### config.mk
export PLATFORM = sky130hd
export DESIGN_NAME = ts_os_gen
export DESIGN_NICKNAME = d
export VERILOG_FILES = /design/src/rtl/ts_os_gen.sv
export SDC_FILE = /design/constraint.sdc
export NUM_CORES = 1
export LEC_CHECK = 0
export CAP_MARGIN = 10
export CORE_ASPECT_RATIO = 1.5
export CORE_MARGIN = 1.5
export CORE_UTILIZATION = 40
export CTS_BUF_LIST = sky130_fd_sc_hd__clkbuf_4 sky130_fd_sc_hd__clkbuf_8
export DETAILED_ROUTE_END_ITERATION = 10
export PLACE_DENSITY = 0.68
export SLEW_MARGIN = 15
export SYNTH_ARGS = -nofsm -noshare
export SYNTH_HDL_FRONTEND = slang
export SYNTH_SLANG_ARGS = --single-unit
### constraint.sdc
create_clock -name clk -period 4.8 [get_ports clk]
set_input_delay 0.48 -clock clk [delete_from_list [all_inputs] [get_ports clk]]
set_output_delay 0.48 -clock clk [all_outputs]
set_load 0.05 [all_outputs]
### src/rtl/ts_os_gen.sv
// Per-lane TS1/TS2 training ordered-set generator.
// Emits back-to-back 16-symbol ordered sets towards the 8b10b encoder on
// command from the LTSSM, counts completed sets and flags burst completion.
module ts_os_gen #(
    parameter int NTS = 1024,
    parameter int CW  = 16
) (
    input  logic          clk,
    input  logic          reset_n,
    input  logic          start,
    input  logic          stop,
    input  logic          os_type,
    input  logic [7:0]    link_num,
    input  logic          link_pad,
    input  logic [4:0]    lane_num,
    input  logic          lane_pad,
    input  logic [7:0]    n_fts,
    input  logic [7:0]    rate_id,
    input  logic [7:0]    train_ctl,
    input  logic          sym_ready,
    output logic [7:0]    txdata,
    output logic          txdatak,
    output logic          txvalid,
    output logic          txelecidle,
    output logic          busy,
    output logic          done,
    output logic [CW-1:0] os_count
);

    localparam logic [7:0]    SYM_COM  = 8'hBC;   // K28.5
    localparam logic [7:0]    SYM_PAD  = 8'hF7;   // K23.7
    localparam logic [7:0]    SYM_TS1  = 8'h4A;   // D10.2
    localparam logic [7:0]    SYM_TS2  = 8'h45;   // D5.2
    localparam logic [3:0]    LAST_IDX = 4'd15;
    localparam logic [CW-1:0] NTS_C    = CW'(NTS);
    localparam logic [CW-1:0] ONE_C    = CW'(1);

    typedef enum logic [1:0] {
        IDLE,
        SEND,
        FINISH
    } state_t;

    state_t state;
    state_t state_nx;

    logic [3:0] sym_idx;
    logic       stop_pend;

    // Field values frozen for the duration of one ordered set
    logic [7:0] link_num_r;
    logic       link_pad_r;
    logic [4:0] lane_num_r;
    logic       lane_pad_r;
    logic [7:0] n_fts_r;
    logic [7:0] rate_id_r;
    logic [7:0] train_ctl_r;
    logic       os_type_r;

    logic       accept;
    logic       set_end;
    logic       last_set;
    logic       burst_start;
    logic       load_fields;
    logic [7:0] sym_data;
    logic       sym_k;

    assign accept      = (state == SEND) && sym_ready;
    assign set_end     = accept && (sym_idx == LAST_IDX);
    assign last_set    = (os_count + ONE_C) == NTS_C;
    assign burst_start = (state == IDLE) && start;
    // Fields are captured on burst start and again whenever a set rolls
    // straight into the next one, i.e. exactly when symbol 0 goes out.
    assign load_fields = burst_start || (set_end && (state_nx == SEND));

    // State register
    always_ff @(posedge clk or negedge reset_n) begin
        if (!reset_n) begin
            state <= IDLE;
        end else begin
            state <= state_nx;
        end
    end

    // Next-state decision; a stop seen at any point of the set ends the burst
    // at the set boundary, and reaching the count always wins over stop
    always_comb begin
        state_nx = state;
        unique case (state)
            IDLE: begin
                if (start) begin
                    state_nx = SEND;
                end
            end
            SEND: begin
                if (set_end && (last_set || stop || stop_pend)) begin
                    state_nx = FINISH;
                end
            end
            FINISH: begin
                state_nx = IDLE;
            end
            default: begin
                state_nx = IDLE;
            end
        endcase
    end

    // Symbol index, set counter and pending-stop tracking
    always_ff @(posedge clk or negedge reset_n) begin
        if (!reset_n) begin
            sym_idx   <= '0;
            os_count  <= '0;
            stop_pend <= 1'b0;
        end else begin
            if (burst_start) begin
                sym_idx   <= '0;
                os_count  <= '0;
                stop_pend <= stop;
            end else if (state == SEND) begin
                stop_pend <= stop_pend | stop;
                if (accept) begin
                    // 4-bit index wraps 15 -> 0 with no idle gap between sets
                    sym_idx <= sym_idx + 4'd1;
                end
                if (set_end && (os_count != NTS_C)) begin
                    os_count <= os_count + ONE_C;
                end
            end
        end
    end

    // Field latches, refreshed only at symbol 0 of each set
    always_ff @(posedge clk or negedge reset_n) begin
        if (!reset_n) begin
            link_num_r  <= '0;
            link_pad_r  <= 1'b0;
            lane_num_r  <= '0;
            lane_pad_r  <= 1'b0;
            n_fts_r     <= '0;
            rate_id_r   <= '0;
            train_ctl_r <= '0;
            os_type_r   <= 1'b0;
        end else if (load_fields) begin
            link_num_r  <= link_num;
            link_pad_r  <= link_pad;
            lane_num_r  <= lane_num;
            lane_pad_r  <= lane_pad;
            n_fts_r     <= n_fts;
            rate_id_r   <= rate_id;
            train_ctl_r <= train_ctl;
            os_type_r   <= os_type;
        end
    end

    // Ordered-set symbol map indexed by position within the set
    always_comb begin
        sym_data = '0;
        sym_k    = 1'b0;
        unique case (sym_idx)
            4'd0: begin
                sym_data = SYM_COM;
                sym_k    = 1'b1;
            end
            4'd1: begin
                sym_data = link_pad_r ? SYM_PAD : link_num_r;
                sym_k    = link_pad_r;
            end
            4'd2: begin
                sym_data = lane_pad_r ? SYM_PAD : {3'b000, lane_num_r};
                sym_k    = lane_pad_r;
            end
            4'd3: sym_data = n_fts_r;
            4'd4: sym_data = rate_id_r;
            4'd5: sym_data = train_ctl_r;
            default: sym_data = os_type_r ? SYM_TS2 : SYM_TS1;
        endcase
    end

    // Outputs decoded from state; IDLE yields the reset values
    always_comb begin
        txdata     = '0;
        txdatak    = 1'b0;
        txvalid    = 1'b0;
        txelecidle = 1'b1;
        busy       = 1'b0;
        done       = 1'b0;
        unique case (state)
            SEND: begin
                txdata     = sym_data;
                txdatak    = sym_k;
                txvalid    = 1'b1;
                txelecidle = 1'b0;
                busy       = 1'b1;
            end
            FINISH: begin
                txelecidle = 1'b0;
                busy       = 1'b1;
                done       = (os_count == NTS_C);
            end
            default: begin
            end
        endcase
    end

endmodule

Yosys cells after proc, flatten, opt, wreduce, memory -nomap -nowiden
Cells that the tools add are included.
- mux-type cells: 22
- multiply operators: 0
- eq/ne operators: 12
- add/sub/neg operators: 2
- reduce and logical (&&, ||, !) cells: 17
- div/mod/pow operators: 0
- shift operators: 0
- magnitude comparators: 0
- bitwise logic cells: 1
- operators by type and width (cell ; count):
    two-way mux 16 bit ; 3
    case mux 8 bit (6 select lines) ; 1
    equality test 16 x 11 -> 1 bit (second input constant) ; 2
    two-way mux 8 bit ; 3
    adder 16 x 1 -> 16 bit (second input constant) ; 1
    two-way mux 4 bit ; 4
    != test 16 x 11 -> 1 bit (second input constant) ; 1
    equality test 4 x 2 -> 1 bit (second input constant) ; 2
    equality test 4 x 3 -> 1 bit (second input constant) ; 2
    two-way mux 1 bit ; 7
    logical AND 1 bit ; 6
    nonzero test 2 bit ; 3
    adder 4 x 1 -> 4 bit (second input constant) ; 1
    equality test 2 x 1 -> 1 bit (second input constant) ; 2
    equality test 4 x 1 -> 1 bit (second input constant) ; 1
    equality test 4 bit (second input constant) ; 1
    zero test 4 bit ; 1
    two-way mux 2 bit ; 2
    case mux 2 bit (2 select lines) ; 1
    AND reduction 2 bit ; 2
    logical OR 1 bit ; 3
    case mux 1 bit (3 select lines) ; 1
    equality test 2 bit (second input constant) ; 1
    zero test 2 bit ; 1
    2 further kinds ; 2
- memory bits (writable): 0
- bits in latches: 0
- output and inout port bits: 29
- bits in registers: 63
- input port bits: 45
- logic and storage cells: 66
- memories: 0
- bits in read-only memories: 0

Longest topological paths before layout
Gate-level depths: netlist of run 1.
- depth after elaboration: 10
- gate-level depth with buffers: 10
- depth with buffers taken out: 8

Worst setup path before layout of run 1
OpenSTA, ideal clock, no wires.
- kind: flip-flop to output port
- start: reg sym_idx[0]
- end: out txdata[0]
- buffers on the path: 1
- path slack: 1768 ps
- arrival time: 2552 ps
- cell stages (with the launch flop): 8
- required time: 4320 ps
- cell sequence: dfrtp_1 -> inv_1 -> ha_1 -> clkbuf_1 -> o21ai_0 -> a21oi_1 -> nand3_1 -> a21boi_0
- word-level cells in the longest chain between the ends: 3
- elaborated cells on any way between the ends: 8
- those cells by class: eq/ne: 5; mux: 2; reduce/logical: 1
- RTL lines (element ; RTL line ; source):
    start: declaration ; 47 ; logic [3:0] sym_idx;
    start signal: assignment ; 124 ; sym_idx <= sym_idx + 4'd1;
    equality test 4 x 3 -> 1 bit (tied with other cells) ; 160 ; unique case (sym_idx)
    case mux 8 bit (6 select lines) * ; 160 ;
    two-way mux 8 bit * ; 188 ; unique case (state)
    end: declaration ; 21 ; output logic [7:0] txdata,
Every way passes the cells marked *; elsewhere a longest branch is shown, timed or not.

Worst setup path in the final report of run 1
- start: reg sym_idx[1]
- end: out txdata[3]
The elaborated chain is that of the path after synthesis.

==> results of run 1 <==
-- state kept, by name, indices dropped and copies added, names as in the netlist --
| register | count |
|---|---|
| rate_id_r | 8 |
| lane_num_r | 5 |
| stop_pend | 1 |
| os_count | 16 |
| os_type_r | 1 |
| link_pad_r | 1 |
| state | 2 |
| train_ctl_r | 8 |
| n_fts_r | 8 |
| lane_pad_r | 1 |
| sym_idx | 4 |
| link_num_r | 8 |
-- metal layers --
metal  vias to the layer above  global-route usage, %
met2                       112                  35.14
li1                       1819                      -
met3                        17                  3.706
met4                         0                  8.247
met5                         -                      0
met1                      1916                  25.64
-- how the worst max path moves through the flow --
| stage | to | slack [ns] | cells after the start |
|---|---|---|---|
| final | txdata[3] | 1.31 | 8 |
| after global routing | txdata[3] | 1.08 | 8 |
| after CTS | txdata[3] | 1.28 | 8 |
| after detailed placement | train_ctl_r[1]$_DFFE_PN0P_ | 1.56 | 7 |
| after global placement | train_ctl_r[0]$_DFFE_PN0P_ | 1.68 | 7 |
| after floorplan | txdata[0] | 1.77 | 7 |
-- kinds of logic (layout without fill, tap and decap cells) --
| logic type | count (synthesis) | count (layout) | synth area share, % |
|---|---|---|---|
| adders and majority gates | 9 | 9 | 2.549 |
| DFF | 63 | 63 | 35.68 |
| buffers and inverters | 51 | 104 | 5.862 |
| muxes | 4 | 4 | 0.9346 |
| AOI/OAI and AO/OA | 139 | 139 | 26.93 |
| xor gates and xnor gates | 20 | 20 | 3.965 |
| and+or+nand+nor | 180 | 180 | 24.07 |
-- final cells by class --
cell class,instances,area share (%)
sequential,63,29.34
timing repair buffer,79,14.58
clock buffer,13,3.213
inverter,9,0.6286
multi-input combinational,352,48.15
clock inverter,3,0.7451
tap,144,3.353
-- power groups by stage --
stage	Clock, mW	Sequential (mW)	Combinational, mW
detailed placement	0	0.925	1.40
floorplan	0	0.818	1.07
CTS	0.504	0.921	1.41
global route	0.528	0.946	1.52
global placement	0	0.919	1.37
finish	0.497	0.926	1.40
-- per-stage QoR --
step,instances,power (mW),hold WS (ns)
global route,663,2.997,0.3748
finish,663,2.827,0.2934
CTS,663,2.836,0.3469
floorplan,466,1.891,0.1844
detailed placement,647,2.329,0.4645
global placement,647,2.291,0.4596
-- layout by cell type, fill, tap and decap left out, types with 6 or more instances in the layout --
cell             count
inv_1                9
a21oi_1             14
clkdlybuf4s50_1     72
xor2_1              13
nand2_1             60
o211ai_2            40
nor2_1              27
xnor2_1              7
clkbuf_8            12
a22oi_1             46
nand4_1              6
ha_1                 9
nand3_2             40
o21ai_0             17
dfrtp_1             63
nand3_1             15
==> summary.txt, run 1 <==
GRT
  – Initial antenna violation count: 0
  – First-pass GRT wire length: 19290 um
  – Number of global-route vias before repair: 3826
  – Total grt overflow: 0
  – Total GRT Usage: 20.80%
  – Largest net degree at the start of global routing: 64

Timing
  – Actual transition at the worst max-transition pin: 0.9883 ns
  – Slew headroom: 34.11%
  – Clock Skews: 0.01113 ns
  – Final hold viol count: 0
  – Max Slew Vio Count: 0
  – Min Clock Period, post-route: 3.490 ns
  – RSZ-0062 raised after global routing: no
  – Peak Freq: 286.6 MHz
  – Setup Viol. Count Final: 0
  – Final cycle utilization of the critical path: 72.70%
  – Final Worst Setup Slack: 1.310 ns
  – Post-Route Setup TNS: 0 ns

Critical path
  – Worst Path Buf+Inv: 2
  – Kind of end point of the critical path: output pin
  – Worst Path Arrival: 3.01 ns
  – Kind of critical path: flip-flop to output pin
  – RR Startpoint: os_count[3]$_DFFE_PN0P_
  – Crit path from: sym_idx[1]$_DFFE_PN0P_
  – Reg2reg path depth: 7
  – Crit path required time: 4.32 ns
  – R2r endpoint: os_type_r$_DFFE_PN0P_
  – CP cell instances: inv_1 > ha_1 > nor2_1 > a21oi_1 > nand2b_1 > nand2_1 > a21oi_1 > clkdlybuf4s50_1
  – Critical path's top delay family: buffers and inverters
  – Worst reg2reg setup slack: 1.60 ns
  – Slowest Stage Delay on Critical Path: 0.82 ns
  – CP Launch Type: flip-flop
  – Most frequent CP cell: a21oi_1
  – Slowest CP cell: clkdlybuf4s50_1
  – CP max FO: 16

Floorplanning
  – Die area: 0.01170 sq mm
  – DIE WIDTH: 88.81 um
  – # rows: 46
  – Core Box Area: 0.01065 sq mm
  – Vert. Die Dim: 131.7 um
  – Initial core utilization: 41.49%
  – IO Pins: 74

Synth
  – Yosys warns: 0
  – Ys flop type: dfrtp_1
  – Mapped cell area: 0.004418 sq mm
  – Synth Area per Inst: 9.481 sq um
  – Share of flip-flops with an asynchronous set or reset: 100.0%
  – Sequential area share after synthesis: 35.68%
  – Mapped Cells: 466
  – Post-synth cell types: 47
  – Most common cell in the synthesized netlist: dfrtp_1
  – Cell taking the most area after synthesis: dfrtp_1
  – Syn Nets: 520
  – Yosys top cell area share: 35.68%
  – Post-synth EDFFs: 0
  – FF+latch count, synth: 63
  – Synth top area cells: dfrtp_1, o211ai_2, nand3_2
  – Commonest cells post-synth: dfrtp_1, nand2_1, a22oi_1

Pwr
  – Clk network pwr share: 17.6%
  – Sw Share: 45.49%
  – Worst ir drop on vdd: 0.5323 mV
  – P_sw: 1.286 mW
  – Reg power frac: 32.8%
  – PwrDens: 526.1 mW/mm^2
  – LEAKAGE: 2.126 nW
  – Combinational Power Share: 49.7%
  – Pint: 1.541 mW

Detailed routing
  – Top Metal Used: met4
  – DRC: 0
  – Metal-1 WL: 4652 um
  – Met3 WL: 473 um
  – Met2 WL: 6341 um
  – Drt total wl: 11690 um
  – Via-to-Cell Ratio: 5.828
  – Drt wl/cell: 17.64 um
  – ANT nets after route: 0
  – Vias: 3864
  – First drt pass iteration count: 5
  – DR iter-0 viols: 245

Placed design
  – Setup WS pre-CTS: 1.564 ns
  – Hpwl dp: 7900 um
  – PortBufs: 73
  – Routability cong.: 0.8232
  – Post-DP Area: 0.005161 sq mm

Cells and area
  – Design area: 0.005374 sq mm
  – Fin nets: 568
  – Register area: 0.001577 sq mm
  – Ant diodes: 0
  – Layout cells sized above 1: 22.35%
  – Fin util: 50.47%
  – Fill count: 969
  – Area Overhead vs Synth: 21.64%
  – Area taken by multi-input logic gates: 0.002587 sq mm

Clock network
  – Reg clk slew, reported paths: 0.07 ns
  – Cts repair resizes: 0
  – CTS Buf Count: 9
  – Post-CTS Hold Buffers: 0
  – CTS max path bufs: 2
  – Post-CTS Repair Setup Buffers: 0
  – Clock tree sinks: 63
  – CTS tree: built
  – CTS H-tree depth: 3
  – Clk Latency, worst-skew pair: 0.34 ns
  – Clk root buf: clkbuf_8

Worst hold path
  – Hold/Removal Path Class: input pin to asynchronous set/reset pin

Run status
  – Status: completed

Flow run
  – Max Cap Viol: 0
Power figures use the tool's default switching activity.
==> run 2: changes to the inputs <==
- PLACE_DENSITY: 0.68 -> 0.7
- clock period: 4.8 -> 3.1 ns (I/O delays scaled with it)
==> run 2 against run 1 <==
Non-clock buffer count rose by 6. First-iteration DRC count up 13%. Setup slack got worse by 1.1 ns. Design area down 0.28%. Global-route usage is essentially flat. Via count grew 2.1%. Critical path depth shrank 1. Combinational power is 57% higher. Count of clock-buffer cells in the layout shrank 1. Sequential power rose by 51%. Hold slack got worse by 0.24 ns.
==> summary.txt, run 2 (synthesis results as in run 1) <==
Clock network
  – Post-CTS Repair Setup Buffers: 0
  – Clock tree sinks: 63
  – CTS max path bufs: 2
  – CTS Buf Count: 9
  – Reg clk slew, reported paths: 0.07 ns
  – Clk root buf: clkbuf_8
  – CTS H-tree depth: 3
  – CTS tree: built
  – Clk Latency, worst-skew pair: 0.34 ns

Timing
  – Final cycle utilization of the critical path: 92.46%
  – Clock Skews: 0.01016 ns
  – Hold Slack: 0.05601 ns
  – Final hold viol count: 0
  – Min Clock Period, post-route: 2.866 ns
  – Max Slew Vio Count: 0
  – Slew headroom: 36.87%
  – Setup Viol. Count Final: 0
  – Peak Freq: 348.9 MHz
  – Post-Route Setup TNS: 0 ns
  – Actual transition at the worst max-transition pin: 0.9470 ns
  – RSZ-0062 raised after global routing: no

Critical path
  – CP max FO: 12
  – Slowest CP cell: dlygate4sd2_1
  – Slowest Stage Delay on Critical Path: 0.53 ns
  – Worst Path Buf+Inv: 2
  – CP Launch Type: flip-flop
  – Kind of critical path: flip-flop to output pin
  – Crit path required time: 2.79 ns
  – Critical path's top delay family: buffers and inverters
  – CP cell instances: inv_1 > ha_1 > a21oi_1 > nor3_1 > a31o_2 > o21a_1 > dlygate4sd2_1
  – Worst Path Arrival: 2.56 ns
  – Kind of end point of the critical path: output pin

Detailed routing
  – First drt pass iteration count: 5
  – DR iter-0 viols: 276
  – Drt wl/cell: 17.51 um
  – ANT nets after route: 0
  – Via-to-Cell Ratio: 5.895
  – Drt total wl: 11710 um
  – DRC: 0
  – Vias: 3944

GRT
  – Initial antenna violation count: 0
  – Largest net degree at the start of global routing: 62
  – Number of global-route vias before repair: 3932
  – Total GRT Usage: 20.75%
  – Total grt overflow: 0
  – First-pass GRT wire length: 19200 um

Pwr
  – Worst ir drop on vdd: 0.6918 mV
  – PwrDens: 794.8 mW/mm^2
  – LEAKAGE: 2.164 nW

Placed design
  – Placed cell count: 653
  – PortBufs: 73
  – Routability cong.: 0.8146
  – Hpwl dp: 7975 um

Run status
  – Status: completed

Cells and area
  – Layout cells sized above 1: 24.76%
  – Finished Layout Cells: 669
  – Area Overhead vs Synth: 21.30%
  – Largest Register: os_count
  – Fin nets: 574
  – Max reg flops: 16
  – Commonest non-fill, non-tap cell in the layout: dfrtp_1
  – Commonest non-fill, non-tap cells in the layout: dfrtp_1, clkdlybuf4s50_1, nand2_1
  – Ant diodes: 0
  – Fin util: 50.33%

Worst hold path
  – Hold/Removal Path Class: input pin to asynchronous set/reset pin

Floorplanning
  – DIE WIDTH: 88.81 um
  – Initial core utilization: 41.49%
  – IO Pins: 74
  – # rows: 46
  – Core Box Area: 0.01065 sq mm
  – Die area: 0.01170 sq mm
  – Vert. Die Dim: 131.7 um

Flow run
  – Max Cap Viol: 0
## run 2: cell types whose count changed in the layout (fill, tap and decap cells not counted), sizes merged
cell	before	now
dlygate4sd2	0	2
clkinv	2	4
clkdlybuf4s50	72	62
clkbuf	13	12
buf	7	20
bufinv	1	0
dlymetal6s2s	0	1
## run 2: cell type report
type                    instances  area, sq um
clock inverters                 4        20.02
fillers                      1014         5289
multi-input cells             352         2591
flip-flops and latches         63         1577
inverters                       9        33.78
repair buffers                 85        798.3
clock buffers                  12        158.9
well taps                     144        180.2
## run 2: worst reg2reg max path, delay by kind of cell, from the launching register on
kind	cells	cell delay, ns
simple gates	4	1.23
fa+ha+maj	1	0.25
flops	1	0.38
compound gates	2	0.24
buf+inv	2	0.49
## run 2: power by group
group | internal, mW | switching [mW]
sequential | 1.10 | 0.302
clock | 0.338 | 0.328
combinational | 0.831 | 1.36
## run 2: final timing paths
kind	startpoint	end	slack (ns)	depth (start not counted)
min in group clk	stop_pend$_DFFE_PN0P_	stop_pend$_DFFE_PN0P_	0.51	2
worst max register to register	state[1]$_DFF_PN0_	n_fts_r[6]$_DFFE_PN0P_	0.44	9
worst min register to register	stop_pend$_DFFE_PN0P_	stop_pend$_DFFE_PN0P_	0.51	2
worst min-delay path	reset_n	rate_id_r[4]$_DFFE_PN0P_	0.06	1
worst max-delay path	sym_idx[0]$_DFFE_PN0P_	txdata[7]	0.23	7
max in group asynchronous	reset_n	state[1]$_DFF_PN0_	2.28	2
## run 2: layer usage
layer	up-vias	global-route usage, %	routed length (um)
li1	1819	-	-
met1	1963	25.53	4796
met2	135	35.52	6048
met3	27	3.204	502
met4	0	8.073	366
met5	-	0	0
## run 2: through the flow
stage | setup WS (ns) | total power [mW] | instance area, sq um
final | 0.2338 | 4.259 | 5359
after global routing | 0.06926 | 4.542 | 5359
after CTS | 0.04081 | 4.269 | 5353
after detailed placement | 0.3718 | 3.602 | 5176
after global placement | 0.4196 | 3.536 | 5176
after floorplan | 0.2382 | 2.928 | 4418
## run 2: repair_timing
item	4_1_cts	5_1_grt
resized for setup	2	2
endpoints found under the setup margin	2	3
hold buffers	0	0
gates cloned	0	0
